--- src/rtl/fp16_pkg.sv ---
// Shared binary16 format definitions for the PE datapath.
// Holds field widths, special-value encodings, the packed fp16 layout and
// a helper that unpacks an operand and classifies it as zero/inf/nan.
// Subnormal encodings (exp=0) classify as zero: the datapath flushes them.
package fp16_pkg;

   localparam int EXP_W  = 5;
   localparam int FRAC_W = 10;
   localparam int BIAS   = 15;

   localparam logic [15:0] QNAN    = 16'h7E00;
   localparam logic [15:0] POS_INF = 16'h7C00;
   localparam logic [15:0] NEG_INF = 16'hFC00;

   typedef struct packed {
      logic              sign;
      logic [EXP_W-1:0]  exp;
      logic [FRAC_W-1:0] frac;
   } fp16_t;

   typedef struct packed {
      fp16_t f;
      logic  zero;
      logic  inf;
      logic  nan;
   } fp16_info_t;

   function automatic fp16_info_t fp16_unpack(input logic [15:0] x);
      fp16_info_t r;
      r.f    = fp16_t'(x);
      r.zero = (r.f.exp == '0);
      r.inf  = (&r.f.exp) && (r.f.frac == '0);
      r.nan  = (&r.f.exp) && (r.f.frac != '0);
      return r;
   endfunction

endpackage

--- src/rtl/fp16_lzc.sv ---
// 14-bit leading-zero counter for the subtract-normalize step.
// Ports:
//   d   in  14  value to scan (bit 13 is the most significant)
//   cnt out  4  number of leading zeros; 14 when d is all zero
module fp16_lzc (
   input  logic [13:0] d,
   output logic [3:0]  cnt
);

   // Scanning upward lets the highest set bit win.
   always_comb begin
      cnt = 4'd14;
      for (int i = 0; i < 14; i++) begin
         if (d[i]) cnt = 4'(13 - i);
      end
   end

endmodule

--- src/rtl/fp16_adder.sv ---
// IEEE-754 binary16 adder, round-to-nearest-even, flush-to-zero on
// subnormal inputs and on underflowing results. Combinational datapath
// with a single output register (latency 1, one result per cycle).
// Ports:
//   clk       in   1  clock
//   rst_n     in   1  async active-low reset
//   in_valid  in   1  operands valid this cycle
//   a, b      in  16  operands {sign, exp[4:0], frac[9:0]}
//   out_valid out  1  sum holds the result of the previous cycle's operands
//   sum       out 16  registered result
module fp16_adder
   import fp16_pkg::*;
(
   input  logic        clk,
   input  logic        rst_n,
   input  logic        in_valid,
   input  logic [15:0] a,
   input  logic [15:0] b,
   output logic        out_valid,
   output logic [15:0] sum
);

   fp16_info_t        ia, ib;
   logic              a_big;
   fp16_t             big, sml;
   logic [EXP_W-1:0]  exp_diff;
   logic [25:0]       align_sh;
   logic [13:0]       mant_big, mant_sml;
   logic              eff_sub;
   logic [14:0]       add_raw;
   logic [13:0]       sub_raw;
   logic [3:0]        lz;
   logic [13:0]       norm_m;
   logic signed [6:0] norm_e;
   logic              rnd_up;
   logic [11:0]       rnd_m;
   logic signed [6:0] rnd_e;
   logic [FRAC_W-1:0] rnd_frac;
   logic [15:0]       res;

   assign ia = fp16_unpack(a);
   assign ib = fp16_unpack(b);

   assign a_big    = {ia.f.exp, ia.f.frac} >= {ib.f.exp, ib.f.frac};
   assign big      = a_big ? ia.f : ib.f;
   assign sml      = a_big ? ib.f : ia.f;
   assign exp_diff = big.exp - sml.exp;
   assign eff_sub  = big.sign ^ sml.sign;

   // Working mantissa: {hidden, frac[9:0], guard, round, sticky}.
   // The lower 13 bits of align_sh catch everything shifted past round.
   assign align_sh = {1'b1, sml.frac, 2'b00, 13'b0} >> exp_diff;
   assign mant_big = {1'b1, big.frac, 3'b000};
   assign mant_sml = (exp_diff >= 5'd14) ? 14'd1
                                         : {align_sh[25:13], |align_sh[12:0]};

   assign add_raw = {1'b0, mant_big} + {1'b0, mant_sml};
   assign sub_raw = mant_big - mant_sml;

   fp16_lzc u_lzc (
      .d   (sub_raw),
      .cnt (lz)
   );

   always_comb begin
      norm_e = $signed({2'b00, big.exp});
      norm_m = add_raw[13:0];
      if (!eff_sub) begin
         if (add_raw[14]) begin
            norm_m = {add_raw[14:2], add_raw[1] | add_raw[0]};
            norm_e = norm_e + 7'sd1;
         end
      end else begin
         norm_m = sub_raw << lz;
         norm_e = norm_e - $signed({3'b000, lz});
      end
   end

   // Ties-to-even: round up on guard when round/sticky or the kept LSB is set.
   assign rnd_up   = norm_m[2] & (norm_m[1] | norm_m[0] | norm_m[3]);
   assign rnd_m    = {1'b0, norm_m[13:3]} + {11'b0, rnd_up};
   assign rnd_e    = rnd_m[11] ? norm_e + 7'sd1 : norm_e;
   assign rnd_frac = rnd_m[11] ? rnd_m[10:1] : rnd_m[9:0];

   always_comb begin
      res = {big.sign, rnd_e[EXP_W-1:0], rnd_frac};
      if (ia.nan || ib.nan || (ia.inf && ib.inf && (ia.f.sign != ib.f.sign)))
         res = QNAN;
      else if (ia.inf)
         res = a;
      else if (ib.inf)
         res = b;
      else if (ia.zero && ib.zero)
         res = {ia.f.sign & ib.f.sign, 15'b0};
      else if (ia.zero)
         res = b;
      else if (ib.zero)
         res = a;
      else if (eff_sub && (sub_raw == '0))
         res = 16'h0000;
      else if (rnd_e >= 7'sd31)
         res = big.sign ? NEG_INF : POS_INF;
      else if (rnd_e <= 7'sd0)
         res = {big.sign, 15'b0};
   end

   always_ff @(posedge clk or negedge rst_n) begin
      if (!rst_n) begin
         sum       <= 16'h0000;
         out_valid <= 1'b0;
      end else begin
         out_valid <= in_valid;
         if (in_valid) sum <= res;
      end
   end

endmodule

--- config.mk ---
export PLATFORM = sky130hd
export DESIGN_NAME = fp16_adder
export DESIGN_NICKNAME = d
export VERILOG_FILES = /design/src/rtl/fp16_pkg.sv /design/src/rtl/fp16_lzc.sv /design/src/rtl/fp16_adder.sv
export SDC_FILE = /design/constraint.sdc
export NUM_CORES = 1
export LEC_CHECK = 0
export CAP_MARGIN = 20
export CORE_UTILIZATION = 50
export DETAILED_ROUTE_END_ITERATION = 6
export PLACE_DENSITY_LB_ADDON = 0.12
export SLEW_MARGIN = 40
export SYNTH_ARGS = -nofsm -noshare
export SYNTH_HDL_FRONTEND = slang
export SYNTH_HIERARCHICAL = 1
export SYNTH_SLANG_ARGS = --single-unit
--- constraint.sdc ---
create_clock -name clk -period 2 [get_ports clk]
set_input_delay 0.6 -clock clk [delete_from_list [all_inputs] [get_ports clk]]
set_output_delay 0.6 -clock clk [all_outputs]
set_load 0.005 [all_outputs]
==> results of run 1 <==
-- stage by stage --
| step | std cells | hold slack (ps) | area [um2] |
|---|---|---|---|
| 2_1_floorplan | 966 | 304 | 6880 |
| 3_3_place_gp | 1529 | 500 | 10300 |
| 3_5_place_dp | 1529 | 492 | 10300 |
| 4_1_cts | 1573 | 512 | 11200 |
-- cell usage after synthesis, drive strengths merged (13+ instances only) --
| cell type | instances |
|---|---|
| buf | 14 |
| o211ai | 15 |
| nor4 | 15 |
| and2 | 14 |
| a211oi | 15 |
| and3 | 15 |
| mux2i | 30 |
| nor3 | 49 |
| xnor2 | 24 |
| dfrtp | 17 |
| a21o | 15 |
| a21oi | 81 |
| a31oi | 13 |
| o21ai | 77 |
| o31ai | 15 |
| clkbuf | 36 |
| nor2 | 88 |
| ha | 48 |
| nand2 | 100 |
| nand3 | 37 |
| inv | 62 |
-- layer usage --
metal / GRT overflow / global-route usage, %
met1: 3 / 80.9
met2: 183 / 104
met3: 4 / 67.8
met4: 89 / 95.6
met5: 0 / 35.6
-- kinds of logic after synthesis --
| group | synth area share (%) |
|---|---|
| XOR/XNOR | 4.52 |
| flip-flops | 6.52 |
| AO/OA/AOI/OAI | 36.1 |
| multiplexers | 6.79 |
| AND/OR/NAND/NOR | 29.5 |
| buffers and inverters | 6.82 |
| adder cells (fa/ha/maj) | 9.81 |
-- what timing repair did --
item,CTS
endpoints found under the hold margin,0
resized for setup,229
setup buffers,41
hold buffers,0
pin swaps,88
gates cloned,2
setup endpoints to repair,16
==> impl_results.rst, run 1 <==
.. list-table::
   :header-rows: 1

   * - Metric
     - Value
   * - Buffers from clock root to sink, at most
     - 2
   * - Post-synth ARST share
     - 100%
   * - Maximum level of the CTS H-tree
     - 1
   * - Library cell occupying the most area in the post-synthesis netlist
     - sky130_fd_sc_hd__ha_1
   * - Average cell area after synthesis
     - 6.76 um2
   * - Routability-driven placement congestion ratio
     - 1.11
   * - Total standard cell area after synthesis
     - 0.00653 mm2
   * - Pin count of the biggest net entering global routing
     - 23
   * - IO Pins
     - 52
   * - Number of CTS-inserted buffers
     - 3
   * - Kind of pin the worst path terminates on
     - sequential cell input
   * - Die boundary height
     - 116 um
   * - Synthesized flop and latch total
     - 17
   * - Endpoint with the least setup slack after the last repair
     - sum[3]$_DFFE_PN0P_/D
   * - Global Route Usage Sum
     - 85.2%
   * - Site Rows
     - 41
   * - Yosys warning count
     - 6
   * - Detailed placer's ending HPWL
     - 25.0 mm
   * - Outcome
     - aborted with a tool error
   * - Fail Step
     - global routing
   * - Sequential area share after synthesis
     - 6.52%
   * - Root buffer cell
     - sky130_fd_sc_hd__clkbuf_16
   * - Cells taking the most area after synthesis
     - sky130_fd_sc_hd__ha_1, sky130_fd_sc_hd__dfrtp_1, sky130_fd_sc_hd__a21oi_1
   * - Initial cell density of the core
     - 51.5%
   * - Congestion Overflow GR
     - 279
   * - First Error
     - [ERROR GRT-0232] Routing congestion too high. Check the congestion heatmap in the GUI.
   * - Netlist cell types
     - 102
   * - Area share of the largest cell type after synthesis
     - 9.20%
   * - Top flip-flop cell by instance count after synthesis
     - sky130_fd_sc_hd__dfrtp_1
   * - Pre-CTS WS
     - -7520 ps
   * - Number of enable flip-flop cells after synthesis
     - 0
   * - Die boundary width
     - 116 um
   * - Clock net sink count
     - 17
   * - Mapped Cells
     - 966
   * - Port Buf Inserts
     - 51
   * - Net count after synthesis
     - 1051
==> run 2, diff against run 1 <==
--- a/config.mk
+++ b/config.mk
@@ -6,9 +6,9 @@
 export NUM_CORES = 1
 export LEC_CHECK = 0
 export CAP_MARGIN = 20
-export CORE_UTILIZATION = 50
+export CORE_UTILIZATION = 35
 export DETAILED_ROUTE_END_ITERATION = 6
-export PLACE_DENSITY_LB_ADDON = 0.12
+export PLACE_DENSITY_LB_ADDON = 0.15
 export SLEW_MARGIN = 40
 export SYNTH_ARGS = -nofsm -noshare
 export SYNTH_HDL_FRONTEND = slang
==> run 2 against run 1 <==
- the flow now finishes, with violations (DRC, setup timing)
- synthesized cell count is the same
- synthesized area is the same
==> impl_results.rst, run 2 <==
.. list-table::
   :header-rows: 1

   * - Metric
     - Value
   * - Most used standard cell by instance count after synthesis
     - sky130_fd_sc_hd__nand2_1
   * - Worst Setup Start Kind
     - input pin
   * - Clock network latency to the later pin of the worst-skew pair
     - 250 ps
   * - VDD IR max
     - 1.36 mV
   * - Number of global-route vias before repair
     - 9405
   * - Largest incremental delay on the critical path
     - 450 ps
   * - Cells taking the most area after synthesis
     - sky130_fd_sc_hd__ha_1, sky130_fd_sc_hd__dfrtp_1, sky130_fd_sc_hd__a21oi_1
   * - Combinational share of power
     - 93.6%
   * - Switching power
     - 0.00751 W
   * - Most flops, register
     - sum
   * - Tightest slew margin relative to the limit
     - 50.7%
   * - Slew of the pin with the lowest slew margin
     - 733 ps
   * - Worst path required time
     - 2160 ps
   * - Part of the total power dissipated in the clock network
     - 2.7%
   * - Worst clock skew on the final layout
     - 0 ps
   * - Final-report hold violation count
     - 0
   * - Global Route Usage Sum
     - 32.4%
   * - Die boundary width
     - 139 um
   * - Final critical-path required period
     - 8460 ps
   * - Max-capacitance violation count
     - 0
   * - Number of setup violations in the final report
     - 16
   * - Largest driver fanout on the critical path
     - 8
   * - Power per unit of standard cell area
     - 1290 mW/mm2
   * - Static Leakage
     - 5.30 nW
   * - RSZ-0062 raised after global routing
     - true
   * - Final routed DRC violation total
     - 24
   * - CTS clock-pin slew for the worst setup and hold paths
     - 50 ps
   * - # diodes
     - 0
   * - Buffers from clock root to sink, at most
     - 2
   * - Multi-input gate area
     - 0.00688 mm2
   * - Number of enable flip-flop cells after synthesis
     - 0
   * - Peak Freq
     - 118 MHz
   * - Critical path capture point type
     - flip-flop
   * - Top post-synthesis cells by count
     - sky130_fd_sc_hd__nand2_1, sky130_fd_sc_hd__nor2_1, sky130_fd_sc_hd__a21oi_1
   * - Share of cells above drive strength 1
     - 50.1%
   * - Number of flip-flops in the largest register
     - 16
   * - Sequential share of power
     - 3.7%
   * - FF/Latch Area
     - 425 um2
   * - Proportion of total power due to net switching
     - 48.8%
   * - Netlist cell types
     - 102
   * - Number of CTS-inserted buffers
     - 3
   * - Mapped Cells
     - 966
   * - Internal power summed over all cells
     - 0.00787 W
   * - Total standard cell area after synthesis
     - 0.00653 mm2
   * - Sequential area share after synthesis
     - 6.52%
   * - Die boundary height
     - 139 um
   * - Routability-driven placement congestion ratio
     - 1.00
   * - Congestion Overflow GR
     - 0
   * - Top flip-flop cell by instance count after synthesis
     - sky130_fd_sc_hd__dfrtp_1
   * - Via count of the routed design
     - 9620
   * - Clock net sink count
     - 17
   * - Commonest cells after routing, fill and taps aside
     - sky130_fd_sc_hd__buf_4, sky130_fd_sc_hd__nand2_1, sky130_fd_sc_hd__nor2_1
   * - Total power consumption of the routed design
     - 0.0154 W
   * - Outcome
     - finished, violations left
   * - Setup ws final
     - -6460 ps
   * - Remaining antenna violation count after routing
     - 0
   * - Floorplan Core Area
     - 0.0181 mm2
   * - Crit path kind
     - input pin to flip-flop
   * - Number of DRC markers in iteration 0
     - 893
   * - Clock tree from TritonCTS
     - done
   * - Cts hold-fix bufs
     - 0
   * - Final period utilization
     - 423%
   * - Commonest non-fill, non-tap cell in the layout
     - sky130_fd_sc_hd__buf_4
   * - Library cell occupying the most area in the post-synthesis netlist
     - sky130_fd_sc_hd__ha_1
   * - Die Footprint
     - 0.0192 mm2
   * - Post-synth ARST share
     - 100%
   * - Wire length per cell
     - 19.3 um
   * - Area share of the largest cell type after synthesis
     - 9.20%
   * - Net count after synthesis
     - 1051
   * - Final Max Tran Viols
     - 0
   * - Setup slack, reg-to-reg
     - 1030 ps
   * - Number of nets in the finished design
     - 1512
   * - Class of the most critical hold timing path
     - flip-flop to flip-flop
   * - Largest registers in the final layout
     - sum x16, out_valid x1
   * - Area delta synth->final
     - 83.1%
   * - Aggregate routed wire length
     - 32.0 mm
   * - Yosys warning count
     - 6
   * - Global-route wire length before repair
     - 50.0 mm
   * - Port Buf Inserts
     - 51
   * - Pre-CTS WS
     - -7460 ps
   * - Average cell area after synthesis
     - 6.76 um2
   * - Root buffer cell
     - sky130_fd_sc_hd__clkbuf_16
   * - Filler cell count
     - 1532
   * - Site Rows
     - 49
   * - Maximum level of the CTS H-tree
     - 1
   * - Via density per instance
     - 5.81
   * - Cell with the largest stage delay on the worst path
     - sky130_fd_sc_hd__a222oi_1
   * - Pin count of the biggest net entering global routing
     - 23
   * - Failing checks
     - DRC, setup timing
   * - Detailed placer's ending HPWL
     - 25.1 mm
   * - Data arrival time at the worst-slack endpoint
     - 8620 ps
   * - Synthesized flop and latch total
     - 17
   * - Initial cell density of the core
     - 36.0%
   * - Antenna violations before repair
     - 0
   * - Detailed Routing Iterations Pass 1
     - 7
   * - IO Pins
     - 52
-- run 2: cell counts after synthesis --
Identical to the previous run, type by type.
-- run 2: kinds of logic (layout without fill, tap and decap cells) --
group           count (synthesis)  count (layout)  synth area share, %
flops                          17              17                 6.52
fa+ha+maj                      50              50                 9.81
compound gates                336             336                 36.1
xor+xnor                       32              32                 4.52
simple gates                  378             378                 29.5
buf+inv                       114             574                 6.82
mux                            39              39                 6.79
-- run 2: worst paths after layout --
kind                                     from                  to  cells after the start
setup reg to reg           sum[5]$_DFFE_PN0P_  sum[5]$_DFFE_PN0P_                      2
hold reg to reg            sum[6]$_DFFE_PN0P_  sum[6]$_DFFE_PN0P_                      1
hold / removal             sum[6]$_DFFE_PN0P_  sum[6]$_DFFE_PN0P_                      1
max in group asynchronous               rst_n  sum[8]$_DFFE_PN0P_                      2
min in group asynchronous               rst_n  sum[3]$_DFFE_PN0P_                      2
setup / recovery                         a[5]  sum[5]$_DFFE_PN0P_                     47
-- run 2: repair_timing --
action / CTS / global route
pin swaps: 98 / 79
buffers inserted: 45 / 30
resized for setup: 270 / 83
setup endpoints to repair: 16 / 16
hold endpoints to repair: 0 / 0
gates cloned: 0 / 0
-- run 2: area by class of cell --
| type | count | area share (%) |
|---|---|---|
| Inverter | 64 | 2.24 |
| Clock buffer | 3 | 0.628 |
| Tap cell | 229 | 2.40 |
| Clock inverter | 1 | 0.0419 |
| Sequential cell | 17 | 3.56 |
| Timing Repair Buffer | 506 | 33.5 |
| Multi-Input combinational cell | 835 | 57.6 |
-- run 2: power groups by stage --
stage	clock, W	combinational [W]	sequential, W
5_1_grt	0.000429	0.0153	0.000590
3_3_place_gp	0	0.0117	0.000571
4_1_cts	0.000404	0.0130	0.000573
2_1_floorplan	0	0.00609	0.000568
6_report	0.000409	0.0144	0.000572
3_5_place_dp	0	0.0117	0.000573
-- run 2: critical path: cells and delay by family --
family          cells  cell delay [ps]
compound gates     17             3400
xor+xnor            1              210
fa+ha+maj           4             1050
buf+inv             6              950
mux                 4              970
simple gates       15             1420
-- run 2: metal layers --
| metal | wire length [um] | part of all wire, % | track usage, % |
|---|---|---|---|
| met5 | 0 | 0 | 0 |
| met1 | 13800 | 43 | 42.1 |
| met2 | 14900 | 47 | 55.5 |
| met3 | 1820 | 5.7 | 2.42 |
| met4 | 1440 | 4.5 | 13.4 |
-- run 2: metrics by stage --
step | setup TNS, ps | instances | hold WS (ps) | area [um2] | utilization [%]
6_report | -101060 | 1655 | 494 | 12000 | 65.9
5_1_grt | -106320 | 1655 | 518 | 12000 | 65.9
3_5_place_dp | -116460 | 1578 | 484 | 10300 | 56.5
4_1_cts | -95830 | 1626 | 497 | 11300 | 62.3
3_3_place_gp | -115330 | 1578 | 476 | 10300 | 56.5
2_1_floorplan | -105230 | 966 | 304 | 6880 | -
Note: power is estimated with default switching activity, not from simulation.
